### config.mk
export PLATFORM = sky130hd
export DESIGN_NAME = load_align_extender_flat
export DESIGN_NICKNAME = d
export VERILOG_FILES = /design/src/rtl/load_align_extender_if.sv /design/src/rtl/load_align_extender.sv /design/src/flat_wrapper.sv
export SDC_FILE = /design/constraint.sdc
export NUM_CORES = 1
export LEC_CHECK = 0
export CAP_MARGIN = 20
export CELL_PAD_IN_SITES_DETAIL_PLACEMENT = 1
export CELL_PAD_IN_SITES_GLOBAL_PLACEMENT = 1
export CORE_MARGIN = 3
export CORE_UTILIZATION = 40
export DETAILED_ROUTE_END_ITERATION = 6
export GPL_TIMING_DRIVEN = 0
export PLACE_DENSITY_LB_ADDON = 0.1
export RECOVER_POWER = 50
export SYNTH_ARGS = -nofsm -noshare
export SYNTH_HDL_FRONTEND = slang
export SYNTH_SLANG_ARGS = --single-unit
### constraint.sdc
create_clock -name i_CLK -period 1.85 [get_ports i_CLK]
set_input_delay 0.37 -clock i_CLK [delete_from_list [all_inputs] [get_ports i_CLK]]
set_output_delay 0.37 -clock i_CLK [all_outputs]
set_load 0.05 [all_outputs]
### src/rtl/load_align_extender_if.sv
// Load aligner request/response bundle: request side flows in, result side flows out.
interface load_align_extender_if #(
  parameter int unsigned DATA_WIDTH = 32,
  parameter int unsigned TAG_WIDTH  = 5
);
  localparam int unsigned OFF_W = $clog2(DATA_WIDTH / 8);

  logic                  i_Valid;
  logic                  o_Ready;
  logic [DATA_WIDTH-1:0] i_Data;
  logic [OFF_W-1:0]      i_Offset;
  logic [1:0]            i_Size;
  logic                  i_ExtensionType;
  logic [TAG_WIDTH-1:0]  i_Tag;
  logic                  o_Valid;
  logic                  i_Ready;
  logic [DATA_WIDTH-1:0] o_Q;
  logic [TAG_WIDTH-1:0]  o_Tag;
  logic                  o_Fault;

  // Aligner side.
  modport slave (
    input  i_Valid, i_Data, i_Offset, i_Size, i_ExtensionType, i_Tag, i_Ready,
    output o_Ready, o_Valid, o_Q, o_Tag, o_Fault
  );

  // Memory-stage / writeback side.
  modport master (
    output i_Valid, i_Data, i_Offset, i_Size, i_ExtensionType, i_Tag, i_Ready,
    input  o_Ready, o_Valid, o_Q, o_Tag, o_Fault
  );
endinterface

### src/rtl/load_align_extender.sv
// Load-data aligner/extender with one registered output stage and a skid buffer.
module load_align_extender #(
  parameter int unsigned DATA_WIDTH = 32,
  parameter int unsigned TAG_WIDTH  = 5
) (
  input logic                  i_CLK,
  input logic                  i_RSTn,
  load_align_extender_if.slave bus
);
  localparam int unsigned OFF_W = $clog2(DATA_WIDTH / 8);
  localparam int unsigned SHW   = OFF_W + 3;

  typedef enum logic [1:0] {
    EMPTY = 2'd0,
    ONE   = 2'd1,
    FULL  = 2'd2
  } state_e;

  typedef struct packed {
    logic [DATA_WIDTH-1:0] q;
    logic [TAG_WIDTH-1:0]  tag;
    logic                  fault;
  } entry_t;

  state_e state_q, state_d;
  entry_t out_q, out_d;
  entry_t skid_q, skid_d;
  logic   valid_q, valid_d;
  logic   ready_q, ready_d;

  logic [SHW-1:0]        shamt;
  logic [DATA_WIDTH-1:0] shifted;
  logic [DATA_WIDTH-1:0] mask;
  logic [DATA_WIDTH-1:0] extended;
  logic                  sign_bit;
  logic                  misaligned;
  logic                  unsupported;
  logic                  fault;
  entry_t                new_entry;
  logic                  in_xfer;
  logic                  out_xfer;

  // Bring the addressed byte to bit 0.
  assign shamt   = {bus.i_Offset, 3'b000};
  assign shifted = bus.i_Data >> shamt;

  // Field mask, field MSB and alignment check per access size.
  always_comb begin
    mask       = '0;
    sign_bit   = 1'b0;
    misaligned = 1'b0;
    case (bus.i_Size)
      2'd0: begin
        mask     = DATA_WIDTH'(8'hFF);
        sign_bit = shifted[7];
      end
      2'd1: begin
        mask       = DATA_WIDTH'(16'hFFFF);
        sign_bit   = shifted[15];
        misaligned = bus.i_Offset[0];
      end
      2'd2: begin
        mask       = DATA_WIDTH'(32'hFFFF_FFFF);
        sign_bit   = shifted[31];
        misaligned = |bus.i_Offset[1:0];
      end
      default: begin
        mask       = '1;
        sign_bit   = shifted[DATA_WIDTH-1];
        misaligned = |bus.i_Offset;
      end
    endcase
  end

  // Faulting loads return zero but keep their tag so writeback can retire them.
  assign unsupported = (bus.i_Size == 2'd3) && (DATA_WIDTH == 32);
  assign fault       = misaligned | unsupported;
  assign extended    = fault ? '0
                     : ((shifted & mask) | ((sign_bit & bus.i_ExtensionType) ? ~mask : '0));

  assign new_entry.q     = extended;
  assign new_entry.tag   = bus.i_Tag;
  assign new_entry.fault = fault;

  assign in_xfer  = bus.i_Valid & ready_q;
  assign out_xfer = valid_q & bus.i_Ready;

  // Next-state and storage steering for the output/skid pair.
  always_comb begin
    state_d = state_q;
    out_d   = out_q;
    skid_d  = skid_q;
    case (state_q)
      EMPTY: begin
        if (in_xfer) begin
          state_d = ONE;
          out_d   = new_entry;
        end
      end
      ONE: begin
        case ({in_xfer, out_xfer})
          2'b10: begin
            state_d = FULL;
            skid_d  = new_entry;
          end
          2'b01: state_d = EMPTY;
          2'b11: out_d = new_entry;
          default: state_d = ONE;
        endcase
      end
      FULL: begin
        if (out_xfer) begin
          state_d = ONE;
          out_d   = skid_q;
          skid_d  = '0;
        end
      end
      default: state_d = EMPTY;
    endcase
    valid_d = (state_d != EMPTY);
    ready_d = (state_d != FULL);
  end

  // State, handshake flops and payload registers.
  always_ff @(posedge i_CLK or negedge i_RSTn) begin
    if (!i_RSTn) begin
      state_q <= EMPTY;
      out_q   <= '0;
      skid_q  <= '0;
      valid_q <= 1'b0;
      ready_q <= 1'b1;
    end else begin
      state_q <= state_d;
      out_q   <= out_d;
      skid_q  <= skid_d;
      valid_q <= valid_d;
      ready_q <= ready_d;
    end
  end

  assign bus.o_Valid = valid_q;
  assign bus.o_Ready = ready_q;
  assign bus.o_Q     = out_q.q;
  assign bus.o_Tag   = out_q.tag;
  assign bus.o_Fault = out_q.fault;

endmodule

### src/flat_wrapper.sv
// flat-port wrapper written by rule: the top's interface ports become plain ports
module load_align_extender_flat 
#(
  parameter int unsigned DATA_WIDTH = 32,
  parameter int unsigned TAG_WIDTH  = 5
)
  (i_CLK, i_RSTn, bus_i_Valid, bus_i_Data, bus_i_Offset, bus_i_Size, bus_i_ExtensionType, bus_i_Tag, bus_i_Ready, bus_o_Ready, bus_o_Valid, bus_o_Q, bus_o_Tag, bus_o_Fault);
  load_align_extender_if #(.DATA_WIDTH(DATA_WIDTH), .TAG_WIDTH(TAG_WIDTH)) bus_i ();
  input logic i_CLK;
  input logic i_RSTn;
  input wire logic [$bits(bus_i.i_Valid)-1:0] bus_i_Valid;
  input wire logic [$bits(bus_i.i_Data)-1:0] bus_i_Data;
  input wire logic [$bits(bus_i.i_Offset)-1:0] bus_i_Offset;
  input wire logic [$bits(bus_i.i_Size)-1:0] bus_i_Size;
  input wire logic [$bits(bus_i.i_ExtensionType)-1:0] bus_i_ExtensionType;
  input wire logic [$bits(bus_i.i_Tag)-1:0] bus_i_Tag;
  input wire logic [$bits(bus_i.i_Ready)-1:0] bus_i_Ready;
  output wire logic [$bits(bus_i.o_Ready)-1:0] bus_o_Ready;
  output wire logic [$bits(bus_i.o_Valid)-1:0] bus_o_Valid;
  output wire logic [$bits(bus_i.o_Q)-1:0] bus_o_Q;
  output wire logic [$bits(bus_i.o_Tag)-1:0] bus_o_Tag;
  output wire logic [$bits(bus_i.o_Fault)-1:0] bus_o_Fault;
  assign bus_i.i_Valid = bus_i_Valid;
  assign bus_i.i_Data = bus_i_Data;
  assign bus_i.i_Offset = bus_i_Offset;
  assign bus_i.i_Size = bus_i_Size;
  assign bus_i.i_ExtensionType = bus_i_ExtensionType;
  assign bus_i.i_Tag = bus_i_Tag;
  assign bus_i.i_Ready = bus_i_Ready;
  assign bus_o_Ready = bus_i.o_Ready;
  assign bus_o_Valid = bus_i.o_Valid;
  assign bus_o_Q = bus_i.o_Q;
  assign bus_o_Tag = bus_i.o_Tag;
  assign bus_o_Fault = bus_i.o_Fault;
  load_align_extender #(.DATA_WIDTH(DATA_WIDTH), .TAG_WIDTH(TAG_WIDTH)) u_core (.i_CLK(i_CLK), .i_RSTn(i_RSTn), .bus(bus_i));
endmodule
==> results <==
- The buffer cell driving the clock tree root is sky130_fd_sc_hd__clkbuf_8.
- The internal portion of the total power is 5.24 mW.
- In this run the power spent charging and discharging nets is roughly 4.2 mW.
- TritonCTS created 9 clock buffers.
- The largest net degree at the start of global routing is 43.
- In the post-synthesis netlist, the biggest area contributors are sky130_fd_sc_hd__dfrtp_1, sky130_fd_sc_hd__nand2_1, sky130_fd_sc_hd__mux2i_1, sky130_fd_sc_hd__a41o_1, sky130_fd_sc_hd__a32o_1.
- Dividing the final minimum period by the clock period gives 97.8%.
- The remaining global-route overflow is 0.
- The number of buffers and inverters on the critical path is 2.
- The pre-CTS setup slack is -0.571 ns.
- Counting flops and latches in the post-synthesis netlist gives 80.
- In the routed layout, each cell is associated on average with a via count of 5.72.
- The number of warnings issued by yosys is 0.
- The count of unresolved DRC violations after routing is 0.
- The weighted congestion at the end of routability-driven global placement is 0.824.
- STA classifies the critical path startpoint as an input port.
- During I/O placement, the number of pins put on the boundary was 86.
- The initial standard-cell utilization of the core is 42.1%.
- The number of global-route vias before repair is 3953.
- The maximum fanout encountered on the critical timing path is 7.
- Global routing consumed, over all layers together, 23.8% of the routing resources.
- In this design, the stage delay of the slowest critical-path cell is around 0.54 ns.
- The wire-length estimate of the detail-placed layout is around 10000 um.
- The number of distinct library cells after synthesis is 47.
- The die span in y is roughly 110 um.
- Walking the worst path, the cells encountered are clkdlybuf4s50_1, mux4_2, a21boi_4, buf_12, nor3_1, mux2_2.
- For this run, the post-layout net count is 566.
- The critical path's slowest cell is sky130_fd_sc_hd__mux4_2.
- The clock tree synthesis step divided the H-tree into 3 levels.
- The total of fill cells in the finished design is 1133.
- The proportion of netlist area held by the largest area contributor is 46.9%.
- The first global-routing pass estimated approximately 21000 um of wire.
- The worst pin sits at a relative slew slack of 30.0%.
- The worst hold-check path type is reg2reg.
- The detailed-route via count is 3763.
- In the final routed layout, each cell accounts on average for 20.5 um.
- Static timing analysis puts the maximum clock frequency at 553 MHz.
- The first-pass iteration count of the detailed router is 4.
- The count of mapped cells out of synthesis is 419.
- At the worst endpoint, the arrival time is 2.07 ns.
- After synthesis, the most frequently instantiated cells are sky130_fd_sc_hd__nand2_1, sky130_fd_sc_hd__dfrtp_1, sky130_fd_sc_hd__mux2i_1.
- The highest ir drop seen on vdd is 696 uV.
- The cell type with the highest aggregate area in the netlist is sky130_fd_sc_hd__dfrtp_1.
- Subtracting the final worst setup slack from the clock period gives 1.81 ns.
- Of all flip-flops after synthesis, the portion carrying an async set or reset was 100%.
- Across all setup checks in the final design, the least slack found is 0.0404 ns.
- The mapped netlist covers between 4000 and 5000 um2.
- The clock network accounts for 18.5% of the total power.
- The number of antenna violations at the first check in global routing is 0.
- The number of violations reported at the end of detailed-routing iteration 0 is 135.
- The fraction of final layout cells sized beyond drive strength 1 is about 16%.
- The clock transition time at the flip-flop clock pins of the worst setup and hold paths is 0.08 ns.
- Data on the critical path is required at its endpoint by 2.11 ns.
- After floorplanning, the core was divided into 36 placement rows.
- The worst setup path is captured at a flop.
- The count of max-cap constraint violations is 0.
- The cell with the most instances after synthesis is sky130_fd_sc_hd__nand2_1.
- The count of flip-flops with a built-in enable after synthesis is 0.
- The clock arrives with 0.00996 ns of skew.
- No sink is reached through more buffers than the 2 on the longest clock path.
- The count of pins over their slew limit came to 0.
- On the critical path the largest part of the delay comes from multiplexers.
- Buffers placed on the I/O ports in this run total 84.
- The average instance in the mapped netlist occupies around 10 um2.
- Among all flip-flop cells after synthesis, the most frequent one is sky130_fd_sc_hd__dfrtp_1.
- Once layout is complete, the utilization of the core stands at between 50% and 60%.
- The floorplan die width is 109 um.
- Setup violations remaining at the end of the flow were counted as 0.
- Compared with the post-synthesis result, the final layout area differs by 33.5%.
- The slew at the pin with the worst max-slew slack is 1.05 ns.
- The post-synthesis net count is 465.
- The die covers between 10000 and 15000 um2.
- The insertion delay to the later sink of the worst-skew pair is 0.37 ns.
- Of the total power, combinational logic draws 50.7%.
- The sink count of the clock tree is 80.
- The setup path with the least slack is of type in2reg.
- Net switching is around 45% of the power.
- The number of antenna repair diodes is 0.
- Power spread over the standard cell area amounts to 1680 nW/um2.
- Of the total power, registers draw 30.7%.
- The flow ran to the end, and the final reports show no timing, DRC or antenna violations.
- The clock tree from TritonCTS is built.
- For this design the static power due to leakage is 2.68 nW.
- For this block, the routed nets add up to 13500 um of wire.
- The sequential share of the synthesized area is 47.5%.
- The number of failing hold endpoints at the final stage is 0.
- The detail route stage leaves a number of antenna-violating nets equal to 0.
- The total area inside the core boundary comes to 10000 um2.
through the flow:
stage	std cells	hold slack [ns]	TNS, ns	total power [mW]	instance area [um2]
after CTS	655	0.494	-0.00123	9.38	5510
final	658	0.494	0	9.46	5620
after floorplan	419	0.0744	0	6.17	4210
after global placement	636	0.463	-238.11	7.69	5220
after detailed placement	637	0.397	-35.37	7.84	5250
after global routing	658	0.515	-0.0183	10.0	5620
power groups by stage:
stage	Clock [mW]	Combinational (mW)	Sequential (mW)
CTS	1.78	4.69	2.91
global route	1.84	5.16	3.00
detailed placement	0	4.88	2.95
floorplan	0	1.97	4.20
global placement	0	4.77	2.92
finish	1.75	4.80	2.91
state kept, by name, indices dropped and copies added (netlist names):
signal	count
u_core.skid_q	38
u_core.bus.o_Q	32
u_core.bus.o_Tag	5
u_core.state_q	2
u_core.bus.o_Fault	1
u_core.bus.o_Ready	1
u_core.bus.o_Valid	1
repair_timing:
item | CTS | global route
buffers inserted | 1 | 3
resized for setup | 50 | 40
hold endpoints to repair | 14 | 0
pin swaps | 3 | 1
hold buffers | 1 | 0
endpoints found under the setup margin | 103 | 73
worst paths after layout:
kind	from	end	slack [ns]	depth (start not counted)
setup / recovery	bus_i_Data[15]	u_core.skid_q[16]	0.04	6
hold / removal	u_core.skid_q[9]	u_core.skid_q[9]	0.49	2
setup reg to reg	u_core.state_q[1]	u_core.skid_q[20]	0.07	6
hold reg to reg	u_core.skid_q[9]	u_core.skid_q[9]	0.49	2
max in group asynchronous	i_RSTn	u_core.skid_q[6]	0.37	3
min in group asynchronous	i_RSTn	u_core.skid_q[25]	0.71	2
layout make-up:
class                      count  area, um2  area share, %
sequential                    80       2000           35.6
timing repair buffer          90        868           15.4
buffer                        37        259           4.61
clock inverter                 5        128           2.27
inverter                      17       63.8           1.13
clock buffer                  11        141           2.51
tap                          133        166           2.96
multi-input combinational    285       1990           35.4
logic make-up (layout without fill, tap and decap cells):
group / Yosys count / in the layout / synth area share [%]
xor gates and xnor gates: 1 / 1 / 0.208
AOI/OAI and AO/OA: 106 / 106 / 20.3
and+or+nand+nor: 129 / 129 / 13.0
buffers and inverters: 54 / 160 / 6.33
DFF: 80 / 80 / 47.5
muxes: 49 / 49 / 12.7
metal layers:
| metal | track usage [%] | vias to the layer above | share of wire (%) |
|---|---|---|---|
| li1 | - | 1719 | - |
| met4 | 8.66 | 0 | 2.1 |
| met5 | 0 | - | 0 |
| met3 | 4.26 | 25 | 5.6 |
| met1 | 33.0 | 1896 | 45 |
| met2 | 37.6 | 123 | 48 |
placed cells by master, fill, tap and decap left out, types with 3 or more instances in the layout:
cell / count
sky130_fd_sc_hd__o211ai_1: 8
sky130_fd_sc_hd__a31oi_1: 13
sky130_fd_sc_hd__o21ai_0: 15
sky130_fd_sc_hd__nor3_1: 6
sky130_fd_sc_hd__dfrtp_1: 78
sky130_fd_sc_hd__a32o_1: 16
sky130_fd_sc_hd__mux2i_1: 33
sky130_fd_sc_hd__a221oi_1: 4
sky130_fd_sc_hd__buf_4: 7
sky130_fd_sc_hd__a221oi_2: 3
sky130_fd_sc_hd__clkbuf_8: 10
sky130_fd_sc_hd__nor2_1: 18
sky130_fd_sc_hd__a21oi_1: 6
sky130_fd_sc_hd__a22o_1: 6
sky130_fd_sc_hd__buf_2: 11
sky130_fd_sc_hd__mux2_4: 3
sky130_fd_sc_hd__clkbuf_1: 3
sky130_fd_sc_hd__clkbuf_2: 8
sky130_fd_sc_hd__bufinv_16: 4
sky130_fd_sc_hd__inv_1: 17
sky130_fd_sc_hd__clkbuf_4: 5
sky130_fd_sc_hd__dlygate4sd2_1: 42
sky130_fd_sc_hd__a41o_1: 17
sky130_fd_sc_hd__o22a_1: 8
sky130_fd_sc_hd__mux2_2: 10
sky130_fd_sc_hd__nand2_1: 89
sky130_fd_sc_hd__clkdlybuf4s50_1: 38
sky130_fd_sc_hd__buf_6: 7
worst min-delay path: stages (launching register included):
cell and delay [ns]:
sky130_fd_sc_hd__dfrtp_1 0.36, sky130_fd_sc_hd__nand2_1 0.05, sky130_fd_sc_hd__o21ai_0 0.06
No activity file was read; power rests on OpenSTA's default activity.
